--- config.mk ---
export PLATFORM = sky130hd
export DESIGN_NAME = stall_control
export DESIGN_NICKNAME = d
export VERILOG_FILES = /design/src/rtl/cpu_pkg.sv /design/src/rtl/source_decode.sv /design/src/rtl/stall_control.sv
export SDC_FILE = /design/constraint.sdc
export NUM_CORES = 1
export LEC_CHECK = 0
export ABC_AREA = 0
export CORE_MARGIN = 1.5
export CORE_UTILIZATION = 35
export DETAILED_ROUTE_END_ITERATION = 10
export HOLD_SLACK_MARGIN = 0.02
export PLACE_DENSITY = 0.72
export SETUP_SLACK_MARGIN = 0.3
export SKIP_LAST_GASP = 1
export SYNTH_ARGS = -nofsm -noshare
export SYNTH_HDL_FRONTEND = slang
export SYNTH_SLANG_ARGS = --single-unit
--- constraint.sdc ---
create_clock -name clock -period 10.3 [get_ports clock]
set_clock_uncertainty 0.2 [all_clocks]
set_input_delay 1.545 -clock clock [delete_from_list [all_inputs] [get_ports clock]]
set_output_delay 1.545 -clock clock [all_outputs]
set_load 0.01 [all_outputs]
--- src/rtl/cpu_pkg.sv ---
// rtl/cpu_pkg.sv - shared ISA field constants, exception codes and multdiv FSM state type
package cpu_pkg;

    localparam logic [4:0] OP_RTYPE = 5'b00000;
    localparam logic [4:0] OP_J     = 5'b00001;
    localparam logic [4:0] OP_BNE   = 5'b00010;
    localparam logic [4:0] OP_JAL   = 5'b00011;
    localparam logic [4:0] OP_JR    = 5'b00100;
    localparam logic [4:0] OP_ADDI  = 5'b00101;
    localparam logic [4:0] OP_BLT   = 5'b00110;
    localparam logic [4:0] OP_SW    = 5'b00111;
    localparam logic [4:0] OP_LW    = 5'b01000;
    localparam logic [4:0] OP_SETX  = 5'b10101;
    localparam logic [4:0] OP_BEX   = 5'b10110;

    localparam logic [4:0] ALU_MUL  = 5'b00110;
    localparam logic [4:0] ALU_DIV  = 5'b00111;

    localparam logic [2:0] EXC_MUL  = 3'd4;
    localparam logic [2:0] EXC_DIV  = 3'd5;

    // bex tests rstatus, which lives in r30
    localparam logic [4:0] REG_RSTATUS = 5'd30;

    typedef enum logic {
        MD_IDLE = 1'b0,
        MD_BUSY = 1'b1
    } md_state_e;

    function automatic logic [4:0] insn_opcode(input logic [31:0] insn);
        return insn[31:27];
    endfunction

    function automatic logic [4:0] insn_rd(input logic [31:0] insn);
        return insn[26:22];
    endfunction

    function automatic logic [4:0] insn_rs(input logic [31:0] insn);
        return insn[21:17];
    endfunction

    function automatic logic [4:0] insn_rt(input logic [31:0] insn);
        return insn[16:12];
    endfunction

    function automatic logic [4:0] insn_alu(input logic [31:0] insn);
        return insn[6:2];
    endfunction

endpackage

--- src/rtl/source_decode.sv ---
// rtl/source_decode.sv - extracts the source registers an instruction reads, plus lw/mul/div flags
module source_decode
    import cpu_pkg::*;
(
    input  logic [31:0] insn_i,
    output logic [4:0]  src1_o,
    output logic        src1_use_o,
    output logic [4:0]  src2_o,
    output logic        src2_use_o,
    output logic        is_lw_o,
    output logic        is_mul_o,
    output logic        is_div_o
);

    logic [4:0] opcode;
    logic [4:0] alu_op;
    logic       unused_bits;

    assign opcode      = insn_opcode(insn_i);
    assign alu_op      = insn_alu(insn_i);
    assign unused_bits = ^{insn_i[11:7], insn_i[1:0]};

    always_comb begin
        src1_o     = 5'd0;
        src1_use_o = 1'b0;
        src2_o     = 5'd0;
        src2_use_o = 1'b0;
        case (opcode)
            OP_RTYPE: begin
                src1_o     = insn_rs(insn_i);
                src1_use_o = 1'b1;
                src2_o     = insn_rt(insn_i);
                src2_use_o = 1'b1;
            end
            // sw data register is forwarded MW->XM, so only the base counts
            OP_ADDI, OP_LW, OP_SW: begin
                src1_o     = insn_rs(insn_i);
                src1_use_o = 1'b1;
            end
            OP_BNE, OP_BLT: begin
                src1_o     = insn_rd(insn_i);
                src1_use_o = 1'b1;
                src2_o     = insn_rs(insn_i);
                src2_use_o = 1'b1;
            end
            OP_JR: begin
                src1_o     = insn_rd(insn_i);
                src1_use_o = 1'b1;
            end
            OP_BEX: begin
                src1_o     = REG_RSTATUS;
                src1_use_o = 1'b1;
            end
            default: begin
                src1_use_o = 1'b0;
                src2_use_o = 1'b0;
            end
        endcase
    end

    assign is_lw_o  = (opcode == OP_LW);
    assign is_mul_o = (opcode == OP_RTYPE) && (alu_op == ALU_MUL);
    assign is_div_o = (opcode == OP_RTYPE) && (alu_op == ALU_DIV);

endmodule

--- src/rtl/stall_control.sv ---
// rtl/stall_control.sv - pipeline interlock: load-use bubbles and multi-cycle mul/div sequencing
module stall_control
    import cpu_pkg::*;
#(
    parameter int CNT_W = 32
) (
    input  logic             clock,
    input  logic             reset,
    input  logic [31:0]      FDinsn,
    input  logic [31:0]      DXinsn,
    input  logic             branch_flush,
    input  logic             multdiv_ready,
    input  logic             multdiv_exception,
    output logic             stall_front,
    output logic             bubble_DX,
    output logic             bubble_XM,
    output logic             ctrl_MULT,
    output logic             ctrl_DIV,
    output logic             md_capture,
    output logic             md_exc_valid,
    output logic [2:0]       md_exc_code,
    output logic [CNT_W-1:0] stall_cycles
);

    md_state_e        state_q, state_d;
    logic             op_is_div_q, op_is_div_d;
    logic [CNT_W-1:0] stall_cycles_q, stall_cycles_d;

    logic [4:0] fd_src1, fd_src2, dx_src1, dx_src2;
    logic       fd_use1, fd_use2, dx_use1, dx_use2;
    logic       fd_is_lw, fd_is_mul, fd_is_div;
    logic       dx_is_lw, dx_is_mul, dx_is_div;
    logic [4:0] dx_rd;
    logic       load_use;
    logic       unused_decode;

    source_decode u_fd_decode (
        .insn_i     (FDinsn),
        .src1_o     (fd_src1),
        .src1_use_o (fd_use1),
        .src2_o     (fd_src2),
        .src2_use_o (fd_use2),
        .is_lw_o    (fd_is_lw),
        .is_mul_o   (fd_is_mul),
        .is_div_o   (fd_is_div)
    );

    source_decode u_dx_decode (
        .insn_i     (DXinsn),
        .src1_o     (dx_src1),
        .src1_use_o (dx_use1),
        .src2_o     (dx_src2),
        .src2_use_o (dx_use2),
        .is_lw_o    (dx_is_lw),
        .is_mul_o   (dx_is_mul),
        .is_div_o   (dx_is_div)
    );

    // FD's own class flags and DX's sources play no part in the interlock
    assign unused_decode = ^{fd_is_lw, fd_is_mul, fd_is_div,
                             dx_src1, dx_use1, dx_src2, dx_use2};

    assign dx_rd    = insn_rd(DXinsn);
    assign load_use = dx_is_lw && (dx_rd != 5'd0) && !branch_flush &&
                      ((fd_use1 && (fd_src1 == dx_rd)) ||
                       (fd_use2 && (fd_src2 == dx_rd)));

    always_comb begin
        state_d      = state_q;
        op_is_div_d  = op_is_div_q;
        stall_front  = 1'b0;
        bubble_DX    = 1'b0;
        bubble_XM    = 1'b0;
        ctrl_MULT    = 1'b0;
        ctrl_DIV     = 1'b0;
        md_capture   = 1'b0;
        md_exc_valid = 1'b0;
        md_exc_code  = 3'd0;
        if (!reset) begin
            case (state_q)
                MD_IDLE: begin
                    if ((dx_is_mul || dx_is_div) && !branch_flush) begin
                        ctrl_MULT   = dx_is_mul;
                        ctrl_DIV    = dx_is_div;
                        op_is_div_d = dx_is_div;
                        stall_front = 1'b1;
                        bubble_XM   = 1'b1;
                        state_d     = MD_BUSY;
                    end else if (load_use) begin
                        stall_front = 1'b1;
                        bubble_DX   = 1'b1;
                    end
                end
                MD_BUSY: begin
                    if (multdiv_ready) begin
                        md_capture   = 1'b1;
                        md_exc_valid = multdiv_exception;
                        md_exc_code  = op_is_div_q ? EXC_DIV : EXC_MUL;
                        state_d      = MD_IDLE;
                    end else begin
                        stall_front = 1'b1;
                        bubble_XM   = 1'b1;
                    end
                end
                default: state_d = MD_IDLE;
            endcase
        end
    end

    assign stall_cycles_d = stall_cycles_q + CNT_W'(stall_front);
    assign stall_cycles   = reset ? '0 : stall_cycles_q;

    always_ff @(posedge clock) begin
        if (reset) begin
            state_q        <= MD_IDLE;
            op_is_div_q    <= 1'b0;
            stall_cycles_q <= '0;
        end else begin
            state_q        <= state_d;
            op_is_div_q    <= op_is_div_d;
            stall_cycles_q <= stall_cycles_d;
        end
    end

endmodule

==> impl_metrics.xml <==
<?xml version="1.0" encoding="UTF-8"?>
<metrics>
  <group name="cells_and_area">
    <metric name="layout.area.seq" unit="sq um">681</metric>
    <metric name="n_fill_cell" unit="">568</metric>
    <metric name="antenna-diode-count" unit="">0</metric>
    <metric name="design.final.nets" unit="">421</metric>
    <metric name="layout_overhead_on_the_synthesized_area" unit="%">42.6</metric>
    <metric name="multi_input_gate_area_in_the_final_layout" unit="sq um">1420</metric>
    <metric name="utilization" unit="%">52.2</metric>
    <metric name="post_route_cells_drive_above_1_share" unit="%">4.56</metric>
  </group>
  <group name="routing">
    <metric name="drt-vias-per-instance" unit="">5.02</metric>
    <metric name="detailedRoute.firstIterationViolations" unit="">136</metric>
    <metric name="drt.antenna.violating_nets" unit="">0</metric>
    <metric name="drt-total-wl" unit="mm">5.39</metric>
    <metric name="detailroute.via_count" unit="">2138</metric>
    <metric name="drt_pre_antenna_iters" unit="">4</metric>
    <metric name="wl_per_cell" unit="microns">12.7</metric>
    <metric name="drc" unit="">0</metric>
  </group>
  <group name="yosys">
    <metric name="synth-edff-count" unit="">0</metric>
    <metric name="yosys.area.top_type_share" unit="%">31.2</metric>
    <metric name="post_synthesis_cell_type_count" unit="">49</metric>
    <metric name="warnings_synthesis" unit="">0</metric>
    <metric name="synth_common_cells" unit="">sky130_fd_sc_hd__nor2_1, sky130_fd_sc_hd__dfxtp_1, sky130_fd_sc_hd__nor2b_1</metric>
    <metric name="syn-cell-area" unit="sq um">2180</metric>
    <metric name="synth_sequential_area_ratio" unit="%">31.2</metric>
    <metric name="synth.net_count" unit="">345</metric>
    <metric name="postSynth.asyncResetShare" unit="%">0</metric>
    <metric name="syn-mean-instance-area" unit="sq um">7.96</metric>
    <metric name="synth_seq_cells" unit="">34</metric>
    <metric name="dominantRegCellSynth" unit="">sky130_fd_sc_hd__dfxtp_1</metric>
    <metric name="netlist_instances" unit="">274</metric>
    <metric name="netlist_top_cells_area" unit="">sky130_fd_sc_hd__dfxtp_1, sky130_fd_sc_hd__xor2_1, sky130_fd_sc_hd__nor2b_1</metric>
    <metric name="synth_most_common_cell" unit="">sky130_fd_sc_hd__nor2_1</metric>
    <metric name="post-synth-top-area-cell" unit="">sky130_fd_sc_hd__dfxtp_1</metric>
  </group>
  <group name="setup_path">
    <metric name="crit_path_start_kind" unit="">input pin</metric>
    <metric name="critical_path_class" unit="">in -&gt; out</metric>
    <metric name="worstPathMaxFanout" unit="">14</metric>
    <metric name="crit_top_cell" unit="">sky130_fd_sc_hd__clkdlybuf4s50_1</metric>
    <metric name="setup.worst_path.end_class" unit="">primary output</metric>
    <metric name="crit_chain" unit="">clkdlybuf4s50_1 -&gt; nor4_2 -&gt; o21ai_1 -&gt; a31oi_1 -&gt; o22ai_1 -&gt; o41ai_2 -&gt; and4bb_1 -&gt; clkdlybuf4s50_1</metric>
    <metric name="worst_ep_required_time" unit="ns">8.56</metric>
    <metric name="worst_ep_arrival_time" unit="ns">4.39</metric>
    <metric name="crit_path_top_delay_cell" unit="">sky130_fd_sc_hd__clkdlybuf4s50_1</metric>
    <metric name="worstRegToRegCells" unit="">10</metric>
    <metric name="critical_path.max_stage_delay" unit="ns">0.63</metric>
  </group>
  <group name="global_routing">
    <metric name="global_route.usage.met2" unit="%">27.4</metric>
    <metric name="groute.usage.overall" unit="%">16.6</metric>
    <metric name="met1_usage" unit="%">21.8</metric>
    <metric name="grt_start_max_net_pins" unit="">71</metric>
    <metric name="grt_first_pass_wirelength" unit="mm">8.77</metric>
    <metric name="antenna_found_initial" unit="">0</metric>
    <metric name="groute.layer.met3.usage" unit="%">4.67</metric>
    <metric name="global_route.peak_usage_layer" unit="">met2</metric>
    <metric name="global_route.overflow_total" unit="">0</metric>
    <metric name="grt_pass1_vias" unit="">1907</metric>
  </group>
  <group name="pwr">
    <metric name="peakVddDrop" unit="mV">0.0747</metric>
    <metric name="share_seq_of_total_power" unit="%">49.4</metric>
    <metric name="clk_network_pwr_share" unit="%">37.5</metric>
    <metric name="powerDensity" unit="nW/um^2">85.5</metric>
    <metric name="post-layout-total-power" unit="mW">0.266</metric>
    <metric name="netsw" unit="mW">0.0613</metric>
    <metric name="int_pwr" unit="mW">0.205</metric>
    <metric name="leakage" unit="nW">1.10</metric>
    <metric name="combinationalPowerShare" unit="%">13.1</metric>
    <metric name="switching_share" unit="%">23.0</metric>
  </group>
  <group name="cts">
    <metric name="cts_tree" unit="">built</metric>
    <metric name="cts_made_buffers" unit="">5</metric>
    <metric name="htree_num_levels" unit="">2</metric>
    <metric name="cts.path.max_buffers" unit="">2</metric>
    <metric name="cts_root_buffer" unit="">sky130_fd_sc_hd__clkbuf_8</metric>
    <metric name="cts_hold_buf" unit="">0</metric>
    <metric name="clock_sink_count" unit="">34</metric>
    <metric name="clock_transition_at_the_registers_of_the_reported_paths" unit="ns">0.07</metric>
    <metric name="post_cts_resized" unit="">0</metric>
    <metric name="cts_setup_buffers" unit="">0</metric>
    <metric name="insertion_delay" unit="ns">0.28</metric>
  </group>
  <group name="sta">
    <metric name="max_freq" unit="MHz">163</metric>
    <metric name="post-route-min-period" unit="ns">6.14</metric>
    <metric name="post-route-period-util" unit="%">59.6</metric>
    <metric name="setup-violations-final" unit="">0</metric>
    <metric name="report.final.slew_viol_count" unit="">0</metric>
    <metric name="setup-tns-final" unit="ns">0</metric>
    <metric name="worst_tran_pin_value" unit="ns">0.641</metric>
    <metric name="grt_setup_unrepaired" unit="">false</metric>
    <metric name="hold_viol_final" unit="">0</metric>
    <metric name="max_slew_margin" unit="%">57.3</metric>
  </group>
  <group name="floorplan">
    <metric name="fp-row-count" unit="">28</metric>
    <metric name="chipHeight" unit="microns">82.0</metric>
    <metric name="die_area" unit="sq um">6720</metric>
    <metric name="die_w" unit="microns">82.0</metric>
    <metric name="num_io_pins" unit="">111</metric>
    <metric name="core_area" unit="sq um">5960</metric>
    <metric name="initial_utilization" unit="%">36.6</metric>
  </group>
  <group name="job">
    <metric name="max_cap_violations" unit="">0</metric>
  </group>
  <group name="placed_design">
    <metric name="place_congestion" unit="">0.832</metric>
    <metric name="dp.final_hpwl" unit="mm">4.12</metric>
    <metric name="io_buffers" unit="">80</metric>
  </group>
  <group name="min_path">
    <metric name="min-delay-path-class" unit="">reg -&gt; reg</metric>
    <metric name="hold-path-cell-count" unit="">2</metric>
  </group>
  <group name="status">
    <metric name="status" unit="">complete, no violations</metric>
  </group>
</metrics>
-- cell type report --
| type | count | area share [%] |
|---|---|---|
| Clock buffer | 7 | 2.77 |
| Clock inverter | 1 | 0.161 |
| Inverter | 5 | 0.603 |
| Multi-Input combinational cell | 223 | 45.8 |
| Sequential cell | 34 | 21.9 |
| Tap cell | 75 | 3.02 |
| Timing Repair Buffer | 81 | 25.8 |
-- critical path, delay by kind of cell --
family | cells | cell delay (ns)
and+or+nand+nor | 2 | 0.79
AOI/OAI and AO/OA | 4 | 0.88
buffers and inverters | 2 | 1.17
-- path summary, 6_finish.rpt --
path	start	end	slack, ns
max	FDinsn[28]	bubble_DX	4.16
min	stall_cycles_q[16]$_SDFF_PP0_	stall_cycles_q[16]$_SDFF_PP0_	0.31
max reg2reg	state_q$_DFF_P_	stall_cycles_q[20]$_SDFF_PP0_	7.66
min reg2reg	stall_cycles_q[16]$_SDFF_PP0_	stall_cycles_q[16]$_SDFF_PP0_	0.31
-- per-stage QoR --
stage / area [sq um] / hold WS, ns / setup slack [ns] / cells
finish: 3110 / 0.315 / 4.16 / 426
global route: 3110 / 0.341 / 3.96 / 426
CTS: 3110 / 0.313 / 4.13 / 426
detailed placement: 3020 / 0.304 / 4.14 / 418
global placement: 3020 / 0.283 / 4.27 / 418
floorplan: 2180 / 0.262 / 5.56 / 274
-- per-layer routing --
layer | vias to the layer above | part of all wire (%)
met5 | - | 0
met2 | 57 | 48
li1 | 1109 | -
met4 | 0 | 0.30
met3 | 2 | 5.9
met1 | 970 | 46
-- sequential cells by signal (all words and copies together), names as in the netlist --
register        count
state_q             1
stall_cycles_q     32
op_is_div_q         1
-- cells in the final DEF (no fill, tap or decap), drive strengths merged, types with 2 or more instances in the layout --
cell / synthesis / final
nand4: 10 / 10
inv: 5 / 5
nand2: 18 / 18
nor4b: 3 / 3
a22oi: 2 / 2
ha: 2 / 2
nor2b: 34 / 34
a21o: 3 / 3
clkdlybuf4s50: 0 / 79
nor3: 5 / 5
a32oi: 2 / 2
xnor2: 5 / 5
a31oi: 2 / 2
and4: 7 / 7
nand2b: 2 / 2
xor2: 25 / 25
and2: 4 / 4
clkbuf: 7 / 7
o21ai: 9 / 9
nor4bb: 2 / 2
buf: 5 / 2
dfxtp: 34 / 34
nand3: 15 / 15
a21oi: 7 / 7
and3: 4 / 4
nor3b: 3 / 3
or3: 5 / 5
nor2: 37 / 37
-- kinds of logic after synthesis --
kind of cell               after synthesis  synth area share, %
adders and majority gates                2                 1.15
muxes                                    1                0.516
other                                    1                0.172
AOI/OAI and AO/OA                       34                 10.7
and+or+nand+nor                        155                 40.7
xor gates and xnor gates                30                 12.0
buffers and inverters                   17                 3.56
DFF                                     34                 31.2
-- power groups by stage --
stage / clock network (mW) / logic (mW) / registers [mW]
floorplan: 0 / 0.0158 / 0.134
global route: 0.110 / 0.0378 / 0.131
detailed placement: 0 / 0.0348 / 0.134
CTS: 0.101 / 0.0349 / 0.131
finish: 0.0996 / 0.0349 / 0.131
global placement: 0 / 0.0342 / 0.134
Power figures use the tool's default switching activity.
